<file path="config.mk">
export PLATFORM = sky130hd
export DESIGN_NAME = uart_param
export DESIGN_NICKNAME = d
export VERILOG_FILES = /design/src/rtl/uart_pkg.sv /design/src/rtl/uart_fifo.sv /design/src/rtl/uart_param.sv
export SDC_FILE = /design/constraint.sdc
export NUM_CORES = 1
export LEC_CHECK = 0
export ABC_CLOCK_PERIOD_IN_PS = 7000
export BUFFER_PORTS_ARGS = -buffer_cell sky130_fd_sc_hd__buf_4
export CAP_MARGIN = 20
export CORE_ASPECT_RATIO = 0.5
export CORE_UTILIZATION = 55
export DETAILED_ROUTE_END_ITERATION = 8
export GPL_TIMING_DRIVEN = 0
export PLACE_DENSITY = 0.72
export SYNTH_ARGS = -nofsm -noshare
export SYNTH_HDL_FRONTEND = slang
export SYNTH_SLANG_ARGS = --single-unit
</file>
<file path="constraint.sdc">
create_clock -name clock -period 7 [get_ports clock]
set_clock_uncertainty 0.2 [all_clocks]
set_input_delay 0.7 -clock clock [delete_from_list [all_inputs] [get_ports clock]]
set_output_delay 0.7 -clock clock [all_outputs]
set_load 0.05 [all_outputs]
</file>
<file path="src/rtl/uart_pkg.sv">
// -----------------------------------------------------------------------------
// uart_pkg
// Shared definitions for the parameterised UART: TX/RX state encodings,
// oversampling constants and the parity helper.
// Optional feature macro used by the UART files: UART_PARITY_EN.
// -----------------------------------------------------------------------------
package uart_pkg;

    // Each serial bit lasts this many tick16 pulses.
    localparam int OVERSAMPLE = 16;
    // The start bit is confirmed on this tick, i.e. at the bit centre.
    localparam int SAMPLE_MID = 8;

    typedef enum logic [2:0] {
        TX_IDLE   = 3'd0,
        TX_START  = 3'd1,
        TX_DATA   = 3'd2,
        TX_PARITY = 3'd3,
        TX_STOP   = 3'd4
    } tx_state_e;

    typedef enum logic [2:0] {
        RX_IDLE   = 3'd0,
        RX_START  = 3'd1,
        RX_DATA   = 3'd2,
        RX_PARITY = 3'd3,
        RX_STOP   = 3'd4
    } rx_state_e;

    // Parity bit for up to 8 data bits (unused upper bits must be zero).
    // odd=0 gives even parity, odd=1 gives odd parity.
    function automatic logic calc_parity(input logic [7:0] data, input logic odd);
        return (^data) ^ odd;
    endfunction

endpackage

</file>
<file path="src/rtl/uart_fifo.sv">
// -----------------------------------------------------------------------------
// uart_fifo
// Synchronous first-word fall-through FIFO with occupancy output.
// Ports:
//   clock, reset       : rising-edge clock, synchronous active-high reset
//   i_write, i_data    : push request and data (ignored when full unless a
//                        pop happens in the same cycle)
//   i_read             : pop request (ignored when empty)
//   o_data             : current head entry
//   o_empty, o_full    : status flags
//   o_level            : number of stored entries (0..DEPTH)
// -----------------------------------------------------------------------------
module uart_fifo #(
    parameter int WIDTH = 8,
    parameter int DEPTH = 16
) (
    input  logic                     clock,
    input  logic                     reset,
    input  logic                     i_write,
    input  logic [WIDTH-1:0]         i_data,
    input  logic                     i_read,
    output logic [WIDTH-1:0]         o_data,
    output logic                     o_empty,
    output logic                     o_full,
    output logic [$clog2(DEPTH):0]   o_level
);

    localparam int AW = $clog2(DEPTH);
    localparam logic [AW:0] FULL_LVL = (AW+1)'(DEPTH);

    logic [WIDTH-1:0] r_mem [DEPTH];
    logic [AW-1:0]    r_wr_ptr;
    logic [AW-1:0]    r_rd_ptr;
    logic [AW:0]      r_level;
    logic             w_empty;
    logic             w_full;
    logic             w_do_read;
    logic             w_do_write;

    assign w_empty    = (r_level == '0);
    assign w_full     = (r_level == FULL_LVL);
    assign w_do_read  = i_read && !w_empty;
    // A pop in the same cycle frees the slot, so a full FIFO still accepts.
    assign w_do_write = i_write && (!w_full || w_do_read);

    // Pointer and level bookkeeping; pointers wrap naturally (power-of-two depth).
    always_ff @(posedge clock) begin
        if (reset) begin
            r_wr_ptr <= '0;
            r_rd_ptr <= '0;
            r_level  <= '0;
        end else begin
            if (w_do_write) begin
                r_wr_ptr <= r_wr_ptr + AW'(1);
            end
            if (w_do_read) begin
                r_rd_ptr <= r_rd_ptr + AW'(1);
            end
            case ({w_do_write, w_do_read})
                2'b10:   r_level <= r_level + (AW+1)'(1);
                2'b01:   r_level <= r_level - (AW+1)'(1);
                default: r_level <= r_level;
            endcase
        end
    end

    // Storage array; contents need no reset because the level gates visibility.
    always_ff @(posedge clock) begin
        if (w_do_write) begin
            r_mem[r_wr_ptr] <= i_data;
        end
    end

    assign o_data  = r_mem[r_rd_ptr];
    assign o_empty = w_empty;
    assign o_full  = w_full;
    assign o_level = r_level;

endmodule

</file>
<file path="src/rtl/uart_param.sv">
// -----------------------------------------------------------------------------
// uart_param
// Parameterised UART with 16x oversampling, TX and RX FIFOs and sticky error
// flags. Optional parity generation/checking is enabled by defining the macro
// UART_PARITY_EN; without it parity_err is tied low.
// Ports:
//   clock, reset            : rising-edge clock, synchronous active-high reset
//   baud_div                : clocks per tick16 minus 1 (applied at next wrap)
//   rx / tx                 : serial in (asynchronous) / serial out (idles high)
//   write, data_write       : push into the TX FIFO
//   read, data_read         : pop / head of the RX FIFO (fall-through)
//   data_ready              : RX FIFO not empty
//   tx_full, tx_idle        : TX FIFO full / TX FIFO empty and TX FSM idle
//   rx_level, tx_level      : FIFO occupancies
//   clear_err               : clears sticky flags (a same-cycle event wins)
//   rx_overrun, frame_err,
//   parity_err              : sticky error flags
// -----------------------------------------------------------------------------
module uart_param
    import uart_pkg::*;
#(
    parameter int DATA_BITS  = 8,
    parameter int FIFO_DEPTH = 16,
    parameter int DIV_W      = 16,
    parameter int STOP_BITS  = 1,
    parameter int PARITY_ODD = 0
) (
    input  logic                          clock,
    input  logic                          reset,
    input  logic [DIV_W-1:0]              baud_div,
    input  logic                          rx,
    output logic                          tx,
    input  logic                          write,
    input  logic [DATA_BITS-1:0]          data_write,
    input  logic                          read,
    output logic [DATA_BITS-1:0]          data_read,
    output logic                          data_ready,
    output logic                          tx_full,
    output logic                          tx_idle,
    output logic [$clog2(FIFO_DEPTH):0]   rx_level,
    output logic [$clog2(FIFO_DEPTH):0]   tx_level,
    input  logic                          clear_err,
    output logic                          rx_overrun,
    output logic                          frame_err,
    output logic                          parity_err
);

    localparam logic [3:0] TICK_LAST = 4'(OVERSAMPLE - 1);
    localparam logic [3:0] MID_LAST  = 4'(SAMPLE_MID - 1);
    localparam logic [2:0] LAST_DATA = 3'(DATA_BITS - 1);
    localparam logic [2:0] LAST_STOP = 3'(STOP_BITS - 1);

    // ---------------- tick generator ----------------
    logic [DIV_W-1:0] r_tick_cnt;
    logic [DIV_W-1:0] r_div;
    logic             w_tick16;

    assign w_tick16 = (r_tick_cnt == r_div);

    // Oversample tick counter; the divisor is re-latched only on wrap.
    always_ff @(posedge clock) begin
        if (reset) begin
            r_tick_cnt <= '0;
            r_div      <= baud_div;
        end else if (w_tick16) begin
            r_tick_cnt <= '0;
            r_div      <= baud_div;
        end else begin
            r_tick_cnt <= r_tick_cnt + DIV_W'(1);
        end
    end

    // ---------------- rx synchroniser ----------------
    logic r_rx_meta;
    logic r_rx_sync;

    // Two-flop synchroniser for the asynchronous serial input.
    always_ff @(posedge clock) begin
        if (reset) begin
            r_rx_meta <= 1'b1;
            r_rx_sync <= 1'b1;
        end else begin
            r_rx_meta <= rx;
            r_rx_sync <= r_rx_meta;
        end
    end

    // ---------------- FIFOs ----------------
    logic [DATA_BITS-1:0] w_tx_head;
    logic                 w_tx_empty;
    logic                 w_tx_full;
    logic                 w_tx_pop;
    logic [DATA_BITS-1:0] w_rx_head;
    logic                 w_rx_empty;
    logic                 w_rx_full;
    logic                 w_rx_push;
    logic [DATA_BITS-1:0] r_rx_shift;

    uart_fifo #(.WIDTH(DATA_BITS), .DEPTH(FIFO_DEPTH)) u_tx_fifo (
        .clock   (clock),
        .reset   (reset),
        .i_write (write),
        .i_data  (data_write),
        .i_read  (w_tx_pop),
        .o_data  (w_tx_head),
        .o_empty (w_tx_empty),
        .o_full  (w_tx_full),
        .o_level (tx_level)
    );

    uart_fifo #(.WIDTH(DATA_BITS), .DEPTH(FIFO_DEPTH)) u_rx_fifo (
        .clock   (clock),
        .reset   (reset),
        .i_write (w_rx_push),
        .i_data  (r_rx_shift),
        .i_read  (read),
        .o_data  (w_rx_head),
        .o_empty (w_rx_empty),
        .o_full  (w_rx_full),
        .o_level (rx_level)
    );

    // ---------------- transmitter ----------------
    tx_state_e            r_tx_state;
    tx_state_e            w_tx_state_nx;
    logic [3:0]           r_tx_ticks;
    logic [3:0]           w_tx_ticks_nx;
    logic [2:0]           r_tx_bits;
    logic [2:0]           w_tx_bits_nx;
    logic [DATA_BITS-1:0] r_tx_shift;
    logic [DATA_BITS-1:0] w_tx_shift_nx;
    logic                 r_tx;
    logic                 w_tx_nx;
    logic                 w_tx_bit_end;

    assign w_tx_bit_end = w_tick16 && (r_tx_ticks == TICK_LAST);

`ifdef UART_PARITY_EN
    logic       r_tx_par;
    logic [7:0] w_tx_head8;

    // Widen the head word so the 8-bit parity helper sees zeros above DATA_BITS.
    always_comb begin
        w_tx_head8                = 8'd0;
        w_tx_head8[DATA_BITS-1:0] = w_tx_head;
    end

    // Parity of the frame is captured together with its data.
    always_ff @(posedge clock) begin
        if (reset) begin
            r_tx_par <= 1'b0;
        end else if (w_tx_pop) begin
            r_tx_par <= calc_parity(w_tx_head8, (PARITY_ODD != 0));
        end
    end
`else
    // The odd/even choice has no effect without parity.
    logic w_unused_parity_cfg;
    assign w_unused_parity_cfg = (PARITY_ODD != 0);
`endif

    // TX state, bit timing and the registered serial output.
    always_ff @(posedge clock) begin
        if (reset) begin
            r_tx_state <= TX_IDLE;
            r_tx_ticks <= 4'd0;
            r_tx_bits  <= 3'd0;
            r_tx_shift <= '0;
            r_tx       <= 1'b1;
        end else begin
            r_tx_state <= w_tx_state_nx;
            r_tx_ticks <= w_tx_ticks_nx;
            r_tx_bits  <= w_tx_bits_nx;
            r_tx_shift <= w_tx_shift_nx;
            r_tx       <= w_tx_nx;
        end
    end

    // TX next-state logic; the 4-bit tick counter wraps 15 -> 0 at each bit end.
    always_comb begin
        w_tx_state_nx = r_tx_state;
        w_tx_ticks_nx = w_tick16 ? (r_tx_ticks + 4'd1) : r_tx_ticks;
        w_tx_bits_nx  = r_tx_bits;
        w_tx_shift_nx = r_tx_shift;
        w_tx_nx       = r_tx;
        w_tx_pop      = 1'b0;
        case (r_tx_state)
            TX_IDLE: begin
                w_tx_ticks_nx = 4'd0;
                w_tx_bits_nx  = 3'd0;
                w_tx_nx       = 1'b1;
                if (w_tick16 && !w_tx_empty) begin
                    w_tx_pop      = 1'b1;
                    w_tx_shift_nx = w_tx_head;
                    w_tx_state_nx = TX_START;
                    w_tx_nx       = 1'b0;
                end else begin
                    w_tx_state_nx = TX_IDLE;
                end
            end
            TX_START: begin
                if (w_tx_bit_end) begin
                    w_tx_state_nx = TX_DATA;
                    w_tx_nx       = r_tx_shift[0];
                end else begin
                    w_tx_state_nx = TX_START;
                end
            end
            TX_DATA: begin
                if (w_tx_bit_end) begin
                    if (r_tx_bits == LAST_DATA) begin
                        w_tx_bits_nx  = 3'd0;
`ifdef UART_PARITY_EN
                        w_tx_state_nx = TX_PARITY;
                        w_tx_nx       = r_tx_par;
`else
                        w_tx_state_nx = TX_STOP;
                        w_tx_nx       = 1'b1;
`endif
                    end else begin
                        w_tx_shift_nx = {1'b0, r_tx_shift[DATA_BITS-1:1]};
                        w_tx_nx       = r_tx_shift[1];
                        w_tx_bits_nx  = r_tx_bits + 3'd1;
                    end
                end else begin
                    w_tx_state_nx = TX_DATA;
                end
            end
            TX_PARITY: begin
`ifdef UART_PARITY_EN
                if (w_tx_bit_end) begin
                    w_tx_state_nx = TX_STOP;
                    w_tx_nx       = 1'b1;
                end else begin
                    w_tx_state_nx = TX_PARITY;
                end
`else
                w_tx_state_nx = TX_IDLE;
                w_tx_nx       = 1'b1;
`endif
            end
            TX_STOP: begin
                w_tx_nx = 1'b1;
                if (w_tx_bit_end) begin
                    if (r_tx_bits == LAST_STOP) begin
                        w_tx_state_nx = TX_IDLE;
                    end else begin
                        w_tx_bits_nx  = r_tx_bits + 3'd1;
                    end
                end else begin
                    w_tx_state_nx = TX_STOP;
                end
            end
            default: begin
                w_tx_state_nx = TX_IDLE;
                w_tx_nx       = 1'b1;
            end
        endcase
    end

    // ---------------- receiver ----------------
    rx_state_e            r_rx_state;
    rx_state_e            w_rx_state_nx;
    logic [3:0]           r_rx_ticks;
    logic [3:0]           w_rx_ticks_nx;
    logic [2:0]           r_rx_bits;
    logic [2:0]           w_rx_bits_nx;
    logic [DATA_BITS-1:0] w_rx_shift_nx;
    logic                 w_rx_mid;
    logic                 w_rx_bit_end;
    logic                 w_frame_evt;
    logic                 w_overrun_evt;

    assign w_rx_mid     = w_tick16 && (r_rx_ticks == MID_LAST);
    assign w_rx_bit_end = w_tick16 && (r_rx_ticks == TICK_LAST);

`ifdef UART_PARITY_EN
    logic       w_parity_evt;
    logic [7:0] w_rx_shift8;

    // Widen the received word for the 8-bit parity helper.
    always_comb begin
        w_rx_shift8                = 8'd0;
        w_rx_shift8[DATA_BITS-1:0] = r_rx_shift;
    end
`endif

    // RX state, bit timing and the assembling shift register.
    always_ff @(posedge clock) begin
        if (reset) begin
            r_rx_state <= RX_IDLE;
            r_rx_ticks <= 4'd0;
            r_rx_bits  <= 3'd0;
            r_rx_shift <= '0;
        end else begin
            r_rx_state <= w_rx_state_nx;
            r_rx_ticks <= w_rx_ticks_nx;
            r_rx_bits  <= w_rx_bits_nx;
            r_rx_shift <= w_rx_shift_nx;
        end
    end

    // RX next-state logic; after the mid-start check every sample is 16 ticks on.
    always_comb begin
        w_rx_state_nx = r_rx_state;
        w_rx_ticks_nx = w_tick16 ? (r_rx_ticks + 4'd1) : r_rx_ticks;
        w_rx_bits_nx  = r_rx_bits;
        w_rx_shift_nx = r_rx_shift;
        w_rx_push     = 1'b0;
        w_frame_evt   = 1'b0;
        w_overrun_evt = 1'b0;
`ifdef UART_PARITY_EN
        w_parity_evt  = 1'b0;
`endif
        case (r_rx_state)
            RX_IDLE: begin
                w_rx_ticks_nx = 4'd0;
                w_rx_bits_nx  = 3'd0;
                if (!r_rx_sync) begin
                    w_rx_state_nx = RX_START;
                end else begin
                    w_rx_state_nx = RX_IDLE;
                end
            end
            RX_START: begin
                if (w_rx_mid) begin
                    // Restart the bit timer so later samples land on bit centres.
                    w_rx_ticks_nx = 4'd0;
                    if (!r_rx_sync) begin
                        w_rx_state_nx = RX_DATA;
                    end else begin
                        w_rx_state_nx = RX_IDLE;
                    end
                end else begin
                    w_rx_state_nx = RX_START;
                end
            end
            RX_DATA: begin
                if (w_rx_bit_end) begin
                    w_rx_shift_nx = {r_rx_sync, r_rx_shift[DATA_BITS-1:1]};
                    if (r_rx_bits == LAST_DATA) begin
                        w_rx_bits_nx  = 3'd0;
`ifdef UART_PARITY_EN
                        w_rx_state_nx = RX_PARITY;
`else
                        w_rx_state_nx = RX_STOP;
`endif
                    end else begin
                        w_rx_bits_nx  = r_rx_bits + 3'd1;
                    end
                end else begin
                    w_rx_state_nx = RX_DATA;
                end
            end
            RX_PARITY: begin
`ifdef UART_PARITY_EN
                if (w_rx_bit_end) begin
                    w_parity_evt  = (r_rx_sync != calc_parity(w_rx_shift8, (PARITY_ODD != 0)));
                    w_rx_state_nx = RX_STOP;
                end else begin
                    w_rx_state_nx = RX_PARITY;
                end
`else
                w_rx_state_nx = RX_IDLE;
`endif
            end
            RX_STOP: begin
                if (w_rx_bit_end) begin
                    w_rx_state_nx = RX_IDLE;
                    if (r_rx_sync) begin
                        if (!w_rx_full) begin
                            w_rx_push     = 1'b1;
                        end else begin
                            w_overrun_evt = 1'b1;
                        end
                    end else begin
                        w_frame_evt = 1'b1;
                    end
                end else begin
                    w_rx_state_nx = RX_STOP;
                end
            end
            default: begin
                w_rx_state_nx = RX_IDLE;
            end
        endcase
    end

    // ---------------- sticky error flags ----------------
    logic r_rx_overrun;
    logic r_frame_err;

    // Sticky flags: an event in the same cycle as clear_err keeps the flag set.
    always_ff @(posedge clock) begin
        if (reset) begin
            r_rx_overrun <= 1'b0;
            r_frame_err  <= 1'b0;
        end else begin
            r_rx_overrun <= w_overrun_evt || (r_rx_overrun && !clear_err);
            r_frame_err  <= w_frame_evt   || (r_frame_err  && !clear_err);
        end
    end

`ifdef UART_PARITY_EN
    logic r_parity_err;

    // Sticky parity flag with the same clear/event priority as the others.
    always_ff @(posedge clock) begin
        if (reset) begin
            r_parity_err <= 1'b0;
        end else begin
            r_parity_err <= w_parity_evt || (r_parity_err && !clear_err);
        end
    end

    assign parity_err = r_parity_err;
`else
    assign parity_err = 1'b0;
`endif

    // ---------------- outputs ----------------
    assign tx         = r_tx;
    assign data_read  = w_rx_head;
    assign data_ready = !w_rx_empty;
    assign tx_full    = w_tx_full;
    assign tx_idle    = w_tx_empty && (r_tx_state == TX_IDLE);
    assign rx_overrun = r_rx_overrun;
    assign frame_err  = r_frame_err;

endmodule

</file>
Yosys cells after proc, flatten, opt, wreduce, memory -nomap -nowiden
Memory sizes are Yosys's and may differ from the RTL's. A register that Yosys moved wholly into a read port is not among the register bits. Index checks and enable logic that the tools add are counted.

Register bits after elaboration: 99. Memory bits (writable): 256. Output and inout port bits: 25. Word-level logic and storage cells: 162. Memories kept: 2.

Add/sub/neg operators: 13. Equal/unequal tests: 28. Muxes and demuxes: 59. Reductions and logical operators: 39.

Memory list: u_rx_fifo.r_mem (words 16, bits a word 8, read ports 1, clocked after Yosys merged registers in 1, wr ports 1, RTL line uart_fifo.sv:31) `logic [WIDTH-1:0] r_mem [DEPTH];`; u_tx_fifo.r_mem (words 16, bits a word 8, read ports 1, clocked after Yosys merged registers in 1, wr ports 1, RTL line uart_fifo.sv:31).

Operators with widths (number): two-way mux 3 bit (14); two-way mux 16 bit (2); adder 4 x 1 -> 4 bit (second input constant) (6); two-way mux 4 bit (6); two-way mux 8 bit (3); one-hot mux 3 bit (4 select lines) (2); two-way mux 1 bit (23); one-hot mux 5 bit (2 select lines) (2); adder 16 x 1 -> 16 bit (second input constant) (1); == test 16 bit (1); one-hot mux 8 bit (2 select lines) (1); != test 2 bit (second input constant) (7); == test 3 bit (second input constant) (4); logical AND 1 bit (11); adder 5 x 1 -> 5 bit (second input constant) (2); == test 5 bit (second input constant) (2); logical NOT 5 bit (2); nonzero test 2 bit (5); subtractor 5 x 1 -> 5 bit (second input constant) (2); logical NOT 3 bit (3); != test 3 bit (second input constant) (3); one-hot mux 3 bit (3 select lines) (1); == test 4 bit (second input constant) (2); one-hot mux 4 bit (2 select lines) (1); other kinds (15) (33).

Depth between registers and ports, before layout
Gate-level depths: netlist of run 1.

Depth in word-level cells: 10. Depth in mapped cells: 16. Gate-level depth less buffers: 14.

By module
Synthesis of run 1 repeated with hierarchy kept, for this count alone.

Cell total of the unflattened synthesis: 987. Area total of the unflattened synthesis: 15008.1 um2.

By module, submodules not included: uart_fifo (u_rx_fifo) (times used 1, cells an instance 328, area an instance 5859.4 um2); uart_fifo (u_tx_fifo) (times used 1, cells an instance 322, area an instance 5854.4 um2); uart_param (times used 1, cells an instance 337, area an instance 3294.4 um2).

Worst setup path after synthesis of run 1
OpenSTA, ideal clock, no wires.

Path kind: reg-to-reg. From: register u_rx_fifo.r_level[1] (netlist: u_rx_fifo.o_level[1]). To: register u_rx_fifo.r_level[4] (netlist: u_rx_fifo.o_level[4]). Library setup time: 0.121 ns. Arrival time: 3.428 ns. Slack: 3.252 ns. Cell stages (with the launch flop): 16. Period minus slack after synthesis: 3.748 ns. Path through: dfxtp_1 -> clkbuf_1 -> nor4_1 -> nand2_1 -> and2_1 -> clkbuf_1 -> ha_1 -> clkbuf_1 -> xor2_1 -> ha_1 -> a21oi_1 -> nor2b_1 -> o21ai_0 -> a21o_1 -> a21oi_1 -> mux2_2.

RTL lines: start, declared (RTL line uart_fifo.sv:34) `logic [AW:0] r_level;`; start signal, assigned (RTL line uart_fifo.sv:60) `2'b10: r_level <= r_level + (AW+1)'(1);`; start signal, assigned (RTL line uart_fifo.sv:61) `2'b01: r_level <= r_level - (AW+1)'(1);`; start signal, assigned (RTL line uart_fifo.sv:62) `default: r_level <= r_level;`; logical NOT 5 bit * (RTL line uart_fifo.sv:40) `assign w_empty = (r_level == '0);`; logical NOT 1 bit *; net data_ready (RTL line uart_param.sv:37) `output logic data_ready,`; logical AND 1 bit * (RTL line uart_fifo.sv:42) `assign w_do_read = i_read && !w_empty;`; net u_rx_fifo.w_do_read (RTL line uart_fifo.sv:37) `logic w_do_read;`; logical OR 1 bit (RTL line uart_fifo.sv:44) `assign w_do_write = i_write && (!w_full || w_do_read);`; logical AND 1 bit (RTL line uart_fifo.sv:44); == test 2 x 1 -> 1 bit / == test 2 bit (equally long branches) (RTL line uart_fifo.sv:59) `case ({w_do_write, w_do_read})`; one-hot mux 5 bit (2 select lines) / nonzero test 2 bit (equally long branches).

The timed path passes the listed nets; every way through them passes the cells marked *. A chain may end at the register's enable or synchronous reset.

Worst setup path in the final report of run 1
From: register r_div[8]. To: register u_rx_fifo.r_level[4] (netlist: u_rx_fifo.o_level[4]).

Longest elaborated chain between the ends: 7.

RTL lines: start, declared (RTL line uart_param.sv:55) `logic [DIV_W-1:0] r_div;`; start signal, assigned (RTL line uart_param.sv:64) `r_div <= baud_div;`; start signal, assigned (RTL line uart_param.sv:67) `r_div <= baud_div;`; == test 16 bit * (RTL line uart_param.sv:58) `assign w_tick16 = (r_tick_cnt == r_div);`; logical AND 1 bit * (RTL line uart_param.sv:275) `assign w_rx_bit_end = w_tick16 && (r_rx_ticks == TICK_LAST);`; two-way mux 1 bit * (RTL line uart_param.sv:368) `if (w_rx_bit_end) begin`; two-way mux 1 bit * (RTL line uart_param.sv:315) `case (r_rx_state)`; logical AND 1 bit * (RTL line uart_fifo.sv:44); == test 2 x 1 -> 1 bit / == test 2 bit (equally long branches) (RTL line uart_fifo.sv:59); one-hot mux 5 bit (2 select lines) / nonzero test 2 bit (equally long branches).

Every way passes the cells marked *; elsewhere a longest branch is shown, timed or not.

==> results.cfg, run 1 <==
[critical_path]
slowest_delay_ps = 460
crit_slowest_cell = nor3_2
r2r_start = r_div[8]
cp_data_arrival_time_ps = 4290
endpoint = u_rx_fifo.o_level[4]
cp_cell_sequence = xor2_1, nor4_1, nand4_1, nor3_2, inv_2, ha_1, clkbuf_1, xor2_1, ha_1, a21oi_1, nor2b_1, o21ai_0, a21o_1, a21oi_1, mux2_2
reg2reg_to = u_rx_fifo.o_level[4]
crit_start = r_div[8]
cp_max_fo = 9
criticalPathCategory = reg2reg
cp-start-kind = register
end_kind = register
ff2ff_path_depth = 15
regToRegSetupSlack_ps = 2960
cp_data_required_time_ps = 7250

[global_routing]
grt_pass1_vias = 8383
grt-ovfl-total = 0
grt_pass1_wl_um = 46700
grt_use_total_pct = 21.9
grt_max_degree = 26
antenna_found_initial = 0

[cells_and_area]
area_growth_pct = 13.8
multiInputGateArea_um2 = 4640
antenna_cells = 0
mostFrequentLayoutCell = edfxtp_1
mostFrequentLayoutCells = edfxtp_1, dfxtp_1, mux4_2
drive_above_1_share_pct = 21.9
fillers = 1871
layout.nets = 1101
seq_area_um2 = 9990

[yosys]
synth_compound_area_share_pct = 3.99
synth_mux_area_share_pct = 13.1
synth-simple-area-share_pct = 8.66
synth_fa_ha_area_share_pct = 2.15
synth-xor-area-share_pct = 2.88
async_flop_share_pct = 0
synth_top_cell_area_share_pct = 54.8
synth-seq-cells = 363
ys_warn_count = 0
syn_area_per_cell_um2 = 15.6
yosysUniqueCellTypes = 60
ys.flop_type = edfxtp_1
post-synth-top-area-cell = edfxtp_1
synth-edff-count = 272
netlist_area_um2 = 14900
synth_top_family_by_area = multiplexers
ys_seq_area_share_pct = 67.0
postSynthCellCount = 953
syn-num-nets = 1008
synth.area.top_cells = edfxtp_1, dfxtp_1, mux4_2

[clock_network]
clkTransAtPathRegs_ps = 70
clockRootBuffer = clkbuf_16
cts_tree = built
cts_hold_buf = 0
cts_buffers = 30
clock_latency_ps = 570
clock_tree.htree_level_count = 1
post_cts_buffers = 0
cts.repair.resized = 0
clkSinkCount = 363
clockBufferDepth = 3

[die]
pin_count = 55
start_util_pct = 56.2
die_x_um = 235
die_h_um = 118
rows = 42
core_um2 = 26500
dieArea_um2 = 27800

[place]
io_buffers = 53
dp_hpwl_um = 19700
place_ws_ps = 3000
place_congestion = 0.842

[routing]
drt-initial-drc-count = 619
drt-vias-per-instance = 5.82
wirelength_um = 29500
first_pass_iters = 7
postRouteAntennaNets = 0
drcViolationCount = 0
via_count = 8272
wire_per_inst_um = 20.8

[sta]
slew_violations = 0
tns_ps = 0
rsz0062_at_grt = false
holdWs_ps = 106
fin_crit_sh_pct = 57.7
tightest_slew_ps = 967
final-hold-violation-count = 0
fmax_mhz = 248
worst_slew_margin_rel_pct = 35.3
min_period_ps = 4040
setup_slack_ps = 2960
setup_viol = 0

[run_status]
status = finished clean

[pwr]
ir_drop_uv = 179
leakagePower_uw = 0.00567
p_per_area_nw_per_um2 = 252
fin_total_pwr_uw = 4280

[run]
maxCapViolCount = 0

[hold_path]
min_path_type = in2reg
## area by class of cell
class	instances	area share [%]
inverters	26	0.575
flip-flops and latches	363	58.9
plain buffers	49	1.39
multi-input cells	515	27.3
clock buffers	39	5.18
repair buffers	61	2.70
well taps	352	2.60
clock inverters	17	1.32
## worst max-delay path, delay by kind of cell (launching register included)
| family | cells | cell delay [ps] |
|---|---|---|
| AND/OR/NAND/NOR | 4 | 1230 |
| AO/OA/AOI/OAI | 4 | 620 |
| adder cells (fa/ha/maj) | 2 | 450 |
| buffers and inverters | 2 | 420 |
| flip-flops | 1 | 380 |
| XOR/XNOR | 2 | 360 |
| multiplexers | 1 | 270 |
## report_power, final
part | internal [uW] | switching, uW
clock | 1070 | 766
combinational | 43.5 | 69.9
sequential | 2320 | 11.7
total | 3430 | 848
## state kept, by name (all words and copies together) (netlist names), 5 cells and up, named ones only
name,cells
r_div,16
r_rx_shift,8
r_tick_cnt,16
r_tx_shift,8
u_rx_fifo.o_level,5
u_rx_fifo.r_mem,128
u_tx_fifo.o_level,5
u_tx_fifo.r_mem,128
## routing by layer
metal	vias to the layer above	share of wire (%)	GRT usage (%)
li1	3827	-	-
met1	4212	45	30.0
met2	193	49	37.0
met3	40	4.4	3.62
met4	0	1.9	5.26
met5	-	0	0
## per-stage QoR
stage | instances | utilization, % | instance area (um^2)
5_1_grt | 1422 | 63.9 | 17000
3_5_place_dp | 1366 | 59.8 | 15900
4_1_cts | 1422 | 63.9 | 17000
2_1_floorplan | 953 | - | 14900
6_report | 1422 | 63.9 | 17000
3_3_place_gp | 1358 | 59.3 | 15700
## synthesized netlist by cell type, drive strengths merged, types with 22 or more instances
cell type	n
edfxtp	272
dfxtp	91
mux4	72
nor2	69
a21oi	35
xor2	35
mux2i	28
nand2	28
inv	26
o21ai	26
buf	25
clkbuf	24
ha	24
and2	22
## worst min path at each step
stage,from,endpoint,cells past startpoint
after floorplan,r_rx_meta,r_rx_sync,1
after global placement,r_rx_meta,r_rx_sync,1
after detailed placement,r_rx_meta,r_rx_sync,1
after CTS,baud_div[8],r_div[8],1
after global routing,baud_div[0],r_div[0],1
final,baud_div[8],r_div[8],1
## logic make-up after synthesis
logic type / Yosys count
AOI/OAI and AO/OA: 97
muxes: 104
buffers and inverters: 75
xor gates and xnor gates: 49
adders and majority gates: 25
and+or+nand+nor: 239
DFF: 363
other: 1
No activity file was read; power rests on OpenSTA's default activity.
==> inputs of run 2 (changes only) <==
Settings changed: ABC_CLOCK_PERIOD_IN_PS 7000 to 3600, PLACE_DENSITY 0.72 to 0.75.
Clock period 7 ns to 3.6 ns, I/O delays scaled along.
==> run 2 against run 1 <==
  * Register-to-register slack lost 2700 ps
  * Clock-buffer cell count up 4
  * Combinational power increased by 120%
  * Cell count is 2.1% higher
  * Cell area rose by 1.3%
  * Flip-flop and latch count stayed put
  * Die area unchanged
  * Sequential share of layout area shrank 0.76 points
  * Critical path type is now reg2out
  * Critical path depth shrank 10
  * Largest power group unchanged
  * Sequential power grew 94%
==> results.cfg, run 2 (synthesis results as in run 1) <==
[run_status]
status = finished clean

[clock_network]
clock_tree.htree_level_count = 1
clock_latency_ps = 570
clockBufferDepth = 3
clkTransAtPathRegs_ps = 70
cts_tree = built
clkSinkCount = 363
clockRootBuffer = clkbuf_16
cts_buffers = 31

[sta]
setup_viol = 0
fin_crit_sh_pct = 94.5
rsz0062_at_grt = false
slew_violations = 0
tightest_slew_ps = 960
worst_slew_margin_rel_pct = 35.8
setup_slack_ps = 199
fmax_mhz = 294
min_period_ps = 3400
final-hold-violation-count = 0
tns_ps = 0

[place]
place_ws_ps = -424
dp_hpwl_um = 19900
io_buffers = 53
place_congestion = 0.824
placed_cells = 1366

[cells_and_area]
instances_no_fill = 1452
area_growth_pct = 15.2
reg_top3 = u_rx_fifo.r_mem (128), u_tx_fifo.r_mem (128)
layout.nets = 1131
mostFrequentLayoutCell = edfxtp_1
drive_above_1_share_pct = 21.5
antenna_cells = 0
mostFrequentLayoutCells = edfxtp_1, dfxtp_1, mux4_2

[die]
rows = 42
pin_count = 55
die_x_um = 235
start_util_pct = 56.2
dieArea_um2 = 27800
die_h_um = 118
core_um2 = 26500

[routing]
postRouteAntennaNets = 0
wire_per_inst_um = 21.0
first_pass_iters = 5
drt-vias-per-instance = 5.84
drcViolationCount = 0
drt-initial-drc-count = 640
via_count = 8480
wirelength_um = 30400

[run]
maxCapViolCount = 0

[hold_path]
min_path_type = reg2reg
hold_depth = 1

[critical_path]
cp_data_required_time_ps = 3040
cp_data_arrival_time_ps = 2840
ff2ff_path_depth = 15
criticalPathCategory = reg2out
end_kind = output port
cp_max_fo = 10
cp-start-kind = register

[pwr]
leakagePower_uw = 0.00575
p_per_area_nw_per_um2 = 469
ir_drop_uv = 364

[global_routing]
antenna_found_initial = 0
grt_use_total_pct = 22.3
grt_pass1_vias = 8524
grt-ovfl-total = 0
grt_max_degree = 26
grt_pass1_wl_um = 47700
==> run 2: changes by cell type in the layout (fill, tap and decap cells not counted), sizes merged <==
| cell | delta |
|---|---|
| bufinv | -3 |
| dlygate4sd3 | +28 |
| clkbuf | +3 |
| inv | +1 |
| clkinvlp | -1 |
| buf | +2 |
==> run 2: routing by layer <==
metal  vias to the layer above  routed length [um]  track usage [%]
li1                       3883                   -                -
met1                      4373               13500             30.1
met2                       173               15200             38.4
met3                        51                1160             3.69
met4                         0                 652             5.14
met5                         -                   0                0
==> run 2: layout make-up <==
type,instances,area [um^2]
Sequential cell,363,9990
Multi-Input combinational cell,515,4690
Fill cell,1841,9360
Clock buffer,43,852
Clock inverter,14,125
Timing Repair Buffer,91,753
Tap cell,352,440
Buffer,48,233
Inverter,26,97.6
==> run 2: path summary, 6_finish.rpt <==
check / start / to / slack, ps
setup / recovery: register / data_read[4] / 200
hold / removal: r_rx_meta / r_rx_sync / 220
setup reg to reg: r_tick_cnt[2] / u_rx_fifo.o_level[4] / 240
hold reg to reg: r_rx_meta / r_rx_sync / 220
==> run 2: power by group <==
part           leakage (uW)  total, uW  switching, uW  internal [uW]
combinational       0.00204        250            145            105
clock              0.000475       3270           1480           1800
sequential          0.00323       4530           23.8           4500
total               0.00575       8050           1650           6410
==> run 2: stage by stage <==
step / utilization [%] / hold WS [ps] / instance area [um^2] / total power, uW
3_5_place_dp: 59.8 / 220 / 15900 / 4840
3_3_place_gp: 59.4 / 212 / 15800 / 4820
2_1_floorplan: - / 189 / 14900 / 4740
5_1_grt: 64.7 / 239 / 17200 / 8310
4_1_cts: 64.7 / 223 / 17200 / 8110
6_report: 64.7 / 224 / 17200 / 8050
==> run 2: worst max-delay path, cell delays in order, from the launching register on <==
cell and delay (ps):
dfxtp_1 310, clkbuf_1 240, buf_2 400, mux4_2 600, mux4_2 510, buf_4 210
==> run 2: repair_timing <==
item / CTS / global route
hold buffers: 28 / 0
setup buffers: 2 / 0
hold endpoints to repair: 152 / 0
pin swaps: 2 / 0
setup endpoints to repair: 2 / 1
gates resized for setup: 6 / 2
==> inputs of run 3 (changes only) <==
Settings changed: CORE_UTILIZATION 55 to 25, PLACE_DENSITY 0.75 to 0.4.
==> run 3 against run 2 <==
  * Die area is 120% higher
  * Cell count rose by 29%
  * Flip-flop and latch count stayed put
  * Via count is 2.7% lower
  * Total power grew 9.3%
  * Wire length grew 15%
  * Fmax fell by 0.96%
  * Largest cell class unchanged
==> results.cfg, run 3 (synthesis results as in run 1) <==
[clock_network]
cts_tree = built
clockBufferDepth = 3
clock_latency_ps = 540
clkSinkCount = 363
clock_tree.htree_level_count = 2
clockRootBuffer = clkbuf_16
clkTransAtPathRegs_ps = 70
cts_buffers = 37

[sta]
min_period_ps = 3430
worst_slew_margin_rel_pct = 30.4
setup_viol = 0
fmax_mhz = 291
tightest_slew_ps = 1040
fin_crit_sh_pct = 95.4
slew_violations = 0
rsz0062_at_grt = true
tns_ps = 0
final-hold-violation-count = 0

[global_routing]
grt_pass1_vias = 8663
antenna_found_initial = 1
grt_max_degree = 26
grt_use_total_pct = 11.6
grt_pass1_wl_um = 53200
grt-ovfl-total = 0

[die]
core_um2 = 58100
die_x_um = 347
die_h_um = 175
start_util_pct = 25.7
dieArea_um2 = 60700
rows = 62
pin_count = 55

[routing]
wire_per_inst_um = 18.7
drcViolationCount = 0
via_count = 8252
drt-vias-per-instance = 4.40
postRouteAntennaNets = 0
wirelength_um = 35000
drt-initial-drc-count = 425
first_pass_iters = 4

[pwr]
p_seq_share_pct = 51.5
pwr-share-comb_pct = 2.9
leakagePower_uw = 0.00589
p_per_area_nw_per_um2 = 489
p_int_uw = 6970
p_switching_uw = 1830
ir_drop_uv = 258
switching_share_pct = 20.8
p_clk_share_pct = 45.7

[cells_and_area]
drive_above_1_share_pct = 22.5
reg_top3 = u_rx_fifo.r_mem (128), u_tx_fifo.r_mem (128)
mostFrequentLayoutCell = edfxtp_1
antenna_cells = 0
fillers = 5710
multiInputGateArea_um2 = 4710
area_growth_pct = 20.7
seq_area_um2 = 9990
layout.nets = 1135
mostFrequentLayoutCells = edfxtp_1, dfxtp_1, buf_4, mux4_2, nor2_1
final_util_pct = 31.0

[critical_path]
reg2reg_to = u_tx_fifo.r_mem[14][5]
criticalPathCategory = reg2reg
cp_data_arrival_time_ps = 3380
end_kind = register
cp_data_required_time_ps = 3550
cp-start-kind = register
r2r_start = r_div[14]
path_buf_inv = 1
slowest_delay_ps = 830
cp_max_fo = 10
cpLargestDelayFamily = simple AND/OR/NAND/NOR gates
cp_cell_sequence = xor2_1, nor4_2, and4_2, a31oi_1, buf_4, nand3b_1, nor2_1
crit_slowest_cell = nor2_1
ff2ff_path_depth = 7
regToRegSetupSlack_ps = 170

[place]
place_congestion = 0.757
dp_hpwl_um = 23300
io_buffers = 53

[run]
maxCapViolCount = 0

[hold_path]
hp-start = reset
min_path_type = in2reg
hold_depth = 3
min_delay_worst_endpoint = u_tx_fifo.o_level[4]

[run_status]
status = finished clean
[run 3: cell count changes in the layout (fill, tap and decap cells not counted), sizes merged]
cell,previous run,this run
bufinv,2,5
buf,88,87
clkbuf,66,74
dlygate4sd3,28,26
[run 3: cell type report]
| type | instances | share of cell area (%) |
|---|---|---|
| sequential | 363 | 55.5 |
| multi-input combinational | 515 | 26.1 |
| clock buffer | 50 | 5.64 |
| tap | 768 | 5.34 |
| timing repair buffer | 90 | 4.14 |
| clock inverter | 17 | 1.36 |
| buffer | 47 | 1.31 |
| inverter | 26 | 0.556 |
[run 3: how the worst max path moves through the flow]
stage	startpoint	slack (ps)	to	cells after the start
3_5_place_dp	r_div[8]	-560	u_rx_fifo.o_level[4]	15
2_1_floorplan	u_rx_fifo.o_level[1]	2	u_rx_fifo.o_level[4]	15
5_1_grt	r_div[14]	-100	u_tx_fifo.r_mem[13][3]	7
3_3_place_gp	r_div[8]	-900	u_tx_fifo.r_mem[3][2]	6
4_1_cts	r_div[8]	-40	u_tx_fifo.r_mem[12][5]	7
6_report	r_div[14]	170	u_tx_fifo.r_mem[14][5]	7
[run 3: worst min-delay path, cell delays in order]
cell,delay [ps]
buf_4,140
nor2b_1,110
mux2_1,120
[run 3: stage by stage]
| stage | hold slack [ps] | setup WS, ps | power, uW | instance area, um^2 | cells |
|---|---|---|---|---|---|
| final | 27.4 | 166 | 8800 | 18000 | 1876 |
| after global routing | 64.5 | -102 | 9110 | 18000 | 1876 |
| after CTS | 15.5 | -42.5 | 8930 | 17900 | 1877 |
| after detailed placement | 197 | -556 | 4850 | 16400 | 1782 |
| after global placement | 197 | -900 | 4840 | 16300 | 1774 |
| after floorplan | 189 | 2.21 | 4740 | 14900 | 953 |
[run 3: timing repair]
action,CTS,global route
gates resized for setup,4,12
setup endpoints to repair,15,27
hold buffers,26,0
buffers inserted,2,0
gates cloned,0,0
hold endpoints to repair,147,0
pin swaps,2,1
[run 3: per-layer routing]
layer	GRT usage, %	part of all wire, %	up-vias
met5	0	0	-
met4	2.88	1.8	0
met3	2.17	3.5	45
met2	20.0	48	117
met1	15.1	47	4187
li1	-	-	3903
[run 3: power groups by stage]
stage               combinational (uW)  clock (uW)  sequential (uW)
CTS                                259        4140             4530
finish                             255        4020             4530
floorplan                          117           0             4620
global placement                   224           0             4620
global route                       279        4300             4530
detailed placement                 235           0             4620
